## config.mk

```make
export PLATFORM = sky130hd
export DESIGN_NAME = cplx_accum_ctrl
export DESIGN_NICKNAME = d
export VERILOG_FILES = /design/src/rtl/cplx_accum_ctrl.sv
export SDC_FILE = /design/constraint.sdc
export NUM_CORES = 1
export LEC_CHECK = 0
export CAP_MARGIN = 20
export CORE_UTILIZATION = 51
export CTS_CLUSTER_SIZE = 25
export DETAILED_ROUTE_END_ITERATION = 8
export PLACE_DENSITY = 0.8
export REMOVE_ABC_BUFFERS = 1
export SLEW_MARGIN = 0
export SYNTH_ARGS = -nofsm -noshare
export SYNTH_HDL_FRONTEND = slang
export SYNTH_SLANG_ARGS = --single-unit
```

## constraint.sdc

```tcl
create_clock -name clk -period 2.1 [get_ports clk]
set_input_delay 0.315 -clock clk [delete_from_list [all_inputs] [get_ports clk]]
set_output_delay 0.315 -clock clk [all_outputs]
set_load 0.02 [all_outputs]
```

## src/rtl/cplx_accum_ctrl.sv

```systemverilog
// cplx_accum_ctrl: sequences the complex adder datapath for one tap-sum.
// Accepts len complex samples over valid/ready and sums them with
// guard-bit-extended adds. Returns the sum plus a sticky per-job overflow flag.
//
// Ports:
//   clk, rst            rising-edge clock, async active-high reset
//   start, len          job start pulse (IDLE only) and sample count
//   in_valid/in_ready   input sample handshake; in_re/in_im Q(QI).(QF)
//   out_valid/out_ready result handshake; out_re/out_im Q(QI+GUARD).(QF)
//   overflow            sticky wrap/saturation indicator for the job
//   busy                high whenever the sequencer is not IDLE
//
// Build option: define CPLX_ACCUM_SAT_EN to saturate on overflow
// instead of wrapping modulo 2^A.
module cplx_accum_ctrl #(
    parameter int QI    = 3,
    parameter int QF    = 3,
    parameter int GUARD = 4,
    parameter int N_MAX = 16,
    localparam int W    = QI + QF,
    localparam int A    = QI + GUARD + QF,
    localparam int CW   = $clog2(N_MAX + 1)
) (
    input  logic          clk,
    input  logic          rst,
    input  logic          start,
    input  logic [CW-1:0] len,
    input  logic          in_valid,
    output logic          in_ready,
    input  logic [W-1:0]  in_re,
    input  logic [W-1:0]  in_im,
    output logic          out_valid,
    input  logic          out_ready,
    output logic [A-1:0]  out_re,
    output logic [A-1:0]  out_im,
    output logic          overflow,
    output logic          busy
);

    typedef enum logic [1:0] {
        IDLE  = 2'd0,
        ACCUM = 2'd1,
        DONE  = 2'd2
    } state_t;

    state_t        state, state_n;
    logic [A-1:0]  acc_re, acc_re_n;
    logic [A-1:0]  acc_im, acc_im_n;
    logic [CW-1:0] count, count_n;
    logic [CW-1:0] len_q, len_q_n;
    logic          ovf, ovf_n;

    logic [CW-1:0] len_clamp;
    logic [A-1:0]  ext_re, ext_im;
    logic [A:0]    sum_re, sum_im;
    logic [CW-1:0] count_inc;

    // Returns {overflow, sum}. Overflow is the classic same-sign-in,
    // different-sign-out test on the A-bit result.
    function automatic logic [A:0] add_ovf(
        input logic [A-1:0] a,
        input logic [A-1:0] b
    );
        logic [A-1:0] s;
        logic         o;
        s = a + b;
        o = (a[A-1] == b[A-1]) && (s[A-1] != a[A-1]);
`ifdef CPLX_ACCUM_SAT_EN
        if (o) begin
            s = a[A-1] ? {1'b1, {(A-1){1'b0}}}
                       : {1'b0, {(A-1){1'b1}}};
        end
`endif
        return {o, s};
    endfunction

    assign len_clamp = (len > CW'(N_MAX)) ? CW'(N_MAX) : len;

    assign ext_re = {{(A-W){in_re[W-1]}}, in_re};
    assign ext_im = {{(A-W){in_im[W-1]}}, in_im};

    assign sum_re = add_ovf(acc_re, ext_re);
    assign sum_im = add_ovf(acc_im, ext_im);

    assign count_inc = count + 1'b1;

    assign in_ready  = (state == ACCUM);
    assign out_valid = (state == DONE);
    assign busy      = (state != IDLE);
    assign out_re    = acc_re;
    assign out_im    = acc_im;
    assign overflow  = ovf;

    always_ff @(posedge clk or posedge rst) begin
        if (rst) begin
            state  <= IDLE;
            acc_re <= '0;
            acc_im <= '0;
            count  <= '0;
            len_q  <= '0;
            ovf    <= 1'b0;
        end else begin
            state  <= state_n;
            acc_re <= acc_re_n;
            acc_im <= acc_im_n;
            count  <= count_n;
            len_q  <= len_q_n;
            ovf    <= ovf_n;
        end
    end

    always_comb begin
        state_n  = state;
        acc_re_n = acc_re;
        acc_im_n = acc_im;
        count_n  = count;
        len_q_n  = len_q;
        ovf_n    = ovf;
        unique case (state)
            IDLE: begin
                if (start) begin
                    len_q_n  = len_clamp;
                    acc_re_n = '0;
                    acc_im_n = '0;
                    count_n  = '0;
                    ovf_n    = 1'b0;
                    // A zero-length job goes straight to a zero result.
                    state_n  = (len_clamp == '0) ? DONE : ACCUM;
                end
            end
            ACCUM: begin
                if (in_valid) begin
                    acc_re_n = sum_re[A-1:0];
                    acc_im_n = sum_im[A-1:0];
                    ovf_n    = ovf | sum_re[A] | sum_im[A];
                    count_n  = count_inc;
                    if (count_inc == len_q) begin
                        state_n = DONE;
                    end
                end
            end
            DONE: begin
                // start is deliberately not looked at here, so a start
                // coinciding with the result handshake is dropped.
                if (out_ready) begin
                    state_n = IDLE;
                end
            end
            default: begin
                state_n = IDLE;
            end
        endcase
    end

endmodule

```

==> results.cfg, run 1 <==
[critical_path]
cp.buffers_inverters = 1
cp.arrival_ps = 2250
crit_required_ps = 2320
crit_chain = clkdlybuf4s50_1 -> ha_1 -> a21oi_4 -> o2111ai_4 -> a21oi_2 -> or3_1 -> a211o_1 -> nand3_1
crit_type = in2reg
path_max_fanout = 4
cp.depth = 8
cpPeakStageDelay_ps = 470
crit_family = compound AO/OA/AOI/OAI gates
slowest_stage = clkdlybuf4s50_1
crit_path_end_kind = flip-flop
ff2ff_path_depth = 7
crit_path_start_kind = input port

[global_route]
grt_max_degree = 34
antenna_found_initial = 0
overflow = 0
grt_pass1_vias = 1959
groute.usage.overall_pct = 25.4
grt_pass1_wl_um = 8600

[pwr]
p_leak_nw = 1.40
ir_worst_vdd_mv = 0.899
powerDensity_mw_per_mm2 = 1580

[clock_network]
cts_root_buf = clkbuf_8
ctsHoldBuffers = 0
tritoncts = built
worstSkewPairLatency_ps = 290
clkSinkCount = 33
clockBufferDepth = 2
ctsHtreeMaxLevel = 2
clk_pin_slew_ps = 70
numCtsBuffers = 5

[drt]
wl_um = 5360
drc = 0
via_count = 2002
vias_per_cell = 5.53
wl_per_cell_um = 14.8
first_pass_iters = 4
first_iter_violations = 95
ant_nets = 0

[timing]
max_freq_ghz = 0.494
layout_setup_ws_ps = 73.9
final-setup-viol-count = 0
clock-skew-final_ps = 7.67
finalCritPeriodShare_pct = 96.5
hold_viol_final = 0
drv_slew = 0
slew_headroom_pct = 60.1
fin_hold_ws_ps = 447
fin_crit_ps = 2030
tightest_slew_ps = 598

[floorplan]
dieArea_mm2 = 0.00456
fp.dieW_um = 67.5
start_util_pct = 53.9
core_mm2 = 0.00406
die_y_um = 67.5
rows = 23
ioPinCount = 46

[synthesis]
yosysMostFrequentCell = dfrtp_1
yosys_warnings = 0
yosys_register_bits = 33
synth_area_leaders = dfrtp_1, ha_1, o21ai_0, xnor2_1, nand2_1
yosysSeqAreaShare_pct = 37.7
synth_top_cells_by_count = dfrtp_1, nand2_1, o21ai_0, ha_1
yosys.area.top_type = dfrtp_1
syn_area_per_cell_um2 = 9.39
synth_area_mm2 = 0.00219
ys.flop_type = dfrtp_1
synth_edf_count = 0
synthArstFlopShare_pct = 100
yosysTopAreaCellShare_pct = 37.7
netlist_instances = 233
post_synth_num_cell_types = 40

[final_layout]
fin_util_pct = 76.7
final_area_mm2 = 0.00311
drive_gt1_share_pct = 18.9
finalNetCount = 354
fillers = 286
area_growth_pct = 42.1
antenna_cells = 0

[placed_design]
dpl_cell_area_mm2 = 0.00290
routabilityCongestion = 0.802
dp_slack_ps = -356
hpwl_um = 3770
placement.io_buffers = 45

[job]
drv_cap = 0

[run_status]
status = finished, final reports clean

[min_path]
hold_path_class = in2async
-- final cells by class --
cell class | instances | area (µm²) | share of cell area, %
Multi-Input combinational cell | 183 | 1360 | 43.8
Sequential cell | 33 | 826 | 26.5
Timing Repair Buffer | 76 | 698 | 22.4
Clock buffer | 7 | 86.3 | 2.78
Tap cell | 50 | 62.6 | 2.01
Inverter | 12 | 45.0 | 1.45
Clock inverter | 1 | 30.0 | 0.965
-- per-stage QoR --
| step | total power [mW] | instances | setup TNS [ps] |
|---|---|---|---|
| final | 4.90 | 362 | 0 |
| after global routing | 5.27 | 362 | -78.6 |
| after CTS | 4.74 | 361 | 0 |
| after detailed placement | 4.07 | 353 | -2670 |
| after global placement | 3.97 | 353 | -2010 |
| after floorplan | 2.91 | 228 | 0 |
-- registers in the layout, summed over array words and instances (netlist names) --
register  count
out_re       10
out_im       10
count         5
overflow      1
state         2
len_q         5
-- tightest hold or removal path, delay by kind of cell --
kind	cells	cell delay [ps]
buffers and inverters	3	850
-- placed cells by master (no fill, tap or decap), types with 4 or more instances in the layout --
| cell type | n |
|---|---|
| a22o_1 | 6 |
| inv_1 | 12 |
| nand2b_1 | 6 |
| a21oi_1 | 8 |
| clkbuf_8 | 6 |
| o21bai_1 | 4 |
| o21ai_1 | 4 |
| xnor2_1 | 12 |
| ha_1 | 15 |
| xor2_1 | 10 |
| a21o_1 | 5 |
| o21ai_0 | 23 |
| nor3_1 | 5 |
| clkdlybuf4s50_1 | 44 |
| buf_4 | 30 |
| nor2_1 | 13 |
| a21oi_2 | 6 |
| nand3_1 | 6 |
| nand2_1 | 28 |
| dfrtp_1 | 33 |
-- power by group --
part / switching [mW] / total [mW] / internal (mW)
combinational: 1.50 / 3.05 / 1.56
clock: 0.241 / 0.628 / 0.387
sequential: 0.292 / 1.22 / 0.929
total: 2.03 / 4.90 / 2.87
-- path summary, 6_finish.rpt --
kind                       startpoint         to  slack [ps]
hold reg to reg              len_q[2]   len_q[2]         510
setup / recovery             in_re[1]  out_re[9]          70
hold / removal                    rst  out_re[1]         450
setup reg to reg            out_re[4]  out_re[9]         100
min in group clk             len_q[2]   len_q[2]         510
max in group asynchronous         rst  out_re[7]        1330
-- logic make-up after synthesis --
| group | synth area share (%) |
|---|---|
| simple gates | 13.0 |
| buf+inv | 3.89 |
| xor+xnor | 9.21 |
| compound gates | 23.0 |
| fa+ha+maj | 12.7 |
| mux | 0.515 |
| flops | 37.7 |
-- layer usage --
layer | up-vias | wire, µm | part of all wire [%] | global-route usage, %
met4 | 0 | 51 | 0.95 | 7.18
li1 | 984 | - | - | -
met5 | - | 0 | 0 | 0
met3 | 6 | 249 | 4.6 | 5.07
met2 | 56 | 2720 | 51 | 44.7
met1 | 956 | 2340 | 44 | 31.2
-- what timing repair did --
action | 4_1_cts | 5_1_grt
endpoints found under the setup margin | 4 | 8
buffers inserted | 0 | 1
pin swaps | 1 | 11
cloned | 0 | 0
gates resized for setup | 4 | 16
Power figures use the tool's default switching activity.
==> run 2: changes to the inputs <==
--- a/config.mk
+++ b/config.mk
@@ -6,10 +6,10 @@
 export NUM_CORES = 1
 export LEC_CHECK = 0
 export CAP_MARGIN = 20
-export CORE_UTILIZATION = 51
+export CORE_UTILIZATION = 55
 export CTS_CLUSTER_SIZE = 25
 export DETAILED_ROUTE_END_ITERATION = 8
-export PLACE_DENSITY = 0.8
+export PLACE_DENSITY = 0.85
 export REMOVE_ABC_BUFFERS = 1
 export SLEW_MARGIN = 0
 export SYNTH_ARGS = -nofsm -noshare
==> constraint.sdc (replaced) <==
create_clock -name clk -period 2.5 [get_ports clk]
set_input_delay 0.375 -clock clk [delete_from_list [all_inputs] [get_ports clk]]
set_output_delay 0.375 -clock clk [all_outputs]
set_load 0.02 [all_outputs]
==> results.cfg, run 2 (synthesis results as in run 1) <==
[pwr]
seq_power_share_pct = 27.6
intPower_mw = 2.07
power_frac_clock_pct = 11.4
ir_worst_vdd_mv = 0.779
powerDensity_mw_per_mm2 = 1280
switchingPower_mw = 1.56
p_leak_nw = 1.27
switching_share_pct = 42.9
pwr-share-comb_pct = 61.1

[placed_design]
routabilityCongestion = 0.883
hpwl_um = 3500
placement.io_buffers = 45
dp_slack_ps = -38.0
dpl_cell_area_mm2 = 0.00274

[final_layout]
finalNetCount = 334
layout_common_cells = clkdlybuf4s50_1, dfrtp_1, nand2_1
final_area_mm2 = 0.00283
area_growth_pct = 29.2
antenna_cells = 0
layout_commonest_cell = clkdlybuf4s50_1
drive_gt1_share_pct = 8.59
fillers = 304

[drt]
vias_per_cell = 5.60
via_count = 1899
ant_nets = 0
drc = 0
first_pass_iters = 4
wl_per_cell_um = 14.1
wl_um = 4780
first_iter_violations = 61

[critical_path]
crit_path_end_kind = flip-flop
path_max_fanout = 3
cp.arrival_ps = 2410
crit_required_ps = 2650
crit_path_start_kind = input port
crit_type = in2reg

[clock_network]
clkSinkCount = 33
numCtsBuffers = 5
clk_pin_slew_ps = 70
clockBufferDepth = 2
ctsHtreeMaxLevel = 2
ctsHoldBuffers = 0
tritoncts = built
cts_resized = 0
worstSkewPairLatency_ps = 290
post_cts_buffers = 0
cts_root_buf = clkbuf_8

[timing]
fin_crit_ps = 2260
finalCritPeriodShare_pct = 90.4
layout_setup_ws_ps = 240
tightest_slew_ps = 566
hold_viol_final = 0
clock-skew-final_ps = 9.58
rsz0062_at_grt = no
final-setup-viol-count = 0
slew_headroom_pct = 62.2
drv_slew = 0
max_freq_ghz = 0.443

[floorplan]
core_mm2 = 0.00374
ioPinCount = 46
start_util_pct = 58.5
die_y_um = 65.1
rows = 22
fp.dieW_um = 65.1
dieArea_mm2 = 0.00423

[run_status]
status = finished, final reports clean

[global_route]
grt_pass1_vias = 1874
grt_max_degree = 34
grt_pass1_wl_um = 8150
overflow = 0
groute.usage.overall_pct = 25.6
antenna_found_initial = 0

[min_path]
hold_path_class = in2async

[job]
drv_cap = 0
-- run 2: cell count changes in the layout (fill, tap and decap cells not counted), sizes merged --
cell,previous run,this run
bufinv,1,0
buf,31,11
dlymetal6s2s,1,0
clkdlybuf4s50,44,45
-- run 2: layout make-up --
class,count,area [µm²],share of cell area [%]
Inverter,12,45.0,1.59
Sequential cell,33,826,29.2
Timing Repair Buffer,56,533,18.8
Clock buffer,7,86.3,3.05
Multi-Input combinational cell,183,1280,45.2
Tap cell,48,60.1,2.12
-- run 2: worst paths after layout --
check / depth (start not counted) / slack, ps / to / start
setup / recovery: 9 / 240 / out_im[6] / in_im[0]
hold / removal: 3 / 490 / out_im[3] / rst
setup reg to reg: 8 / 360 / out_im[6] / out_im[0]
hold reg to reg: 2 / 500 / len_q[3] / len_q[3]
max in group asynchronous: 3 / 1690 / count[0] / rst
min in group clk: 2 / 500 / len_q[3] / len_q[3]
-- run 2: power groups by stage --
stage                     Clock [mW]  Combinational [mW]  Sequential [mW]
final                          0.412                2.21            0.999
after global routing           0.452                2.44             1.04
after CTS                      0.420                2.21             1.00
after detailed placement           0                2.18             1.01
after global placement             0                2.12            0.998
after floorplan                    0                1.27             1.17
-- run 2: layer usage --
| layer | up-vias | share of wire [%] | track usage, % |
|---|---|---|---|
| met3 | 8 | 3.6 | 5.99 |
| li1 | 945 | - | - |
| met2 | 46 | 47 | 43.1 |
| met4 | 0 | 1.5 | 10.1 |
| met5 | - | 0 | 0 |
| met1 | 900 | 47 | 31.5 |
-- run 2: stage by stage --
| stage | instances | utilization (%) | total power, mW | hold WS [ps] | TNS [ps] |
|---|---|---|---|---|---|
| 2_1_floorplan | 228 | - | 2.44 | 469 | 0 |
| 3_3_place_gp | 332 | 73.2 | 3.12 | 481 | 0 |
| 3_5_place_dp | 332 | 73.2 | 3.19 | 491 | -46.5 |
| 4_1_cts | 339 | 75.5 | 3.63 | 504 | 0 |
| 5_1_grt | 339 | 75.5 | 3.92 | 521 | 0 |
| 6_report | 339 | 75.5 | 3.62 | 490 | 0 |
-- run 2: worst max-delay path: stages --
cell and delay (ps):
clkdlybuf4s50_1 410, ha_1 230, fa_1 400, a21o_1 170
a21oi_1 240, o21bai_1 110, a21oi_1 190, xor2_1 180
o21ai_0 100
==> run 3: changes to the inputs <==
--- a/config.mk
+++ b/config.mk
@@ -11,7 +11,7 @@
 export DETAILED_ROUTE_END_ITERATION = 8
 export PLACE_DENSITY = 0.85
 export REMOVE_ABC_BUFFERS = 1
-export SLEW_MARGIN = 0
+export SLEW_MARGIN = 30
 export SYNTH_ARGS = -nofsm -noshare
 export SYNTH_HDL_FRONTEND = slang
 export SYNTH_SLANG_ARGS = --single-unit
==> results of run 3 <==
Final layout, timing and power as in run 2 (identical DEF).
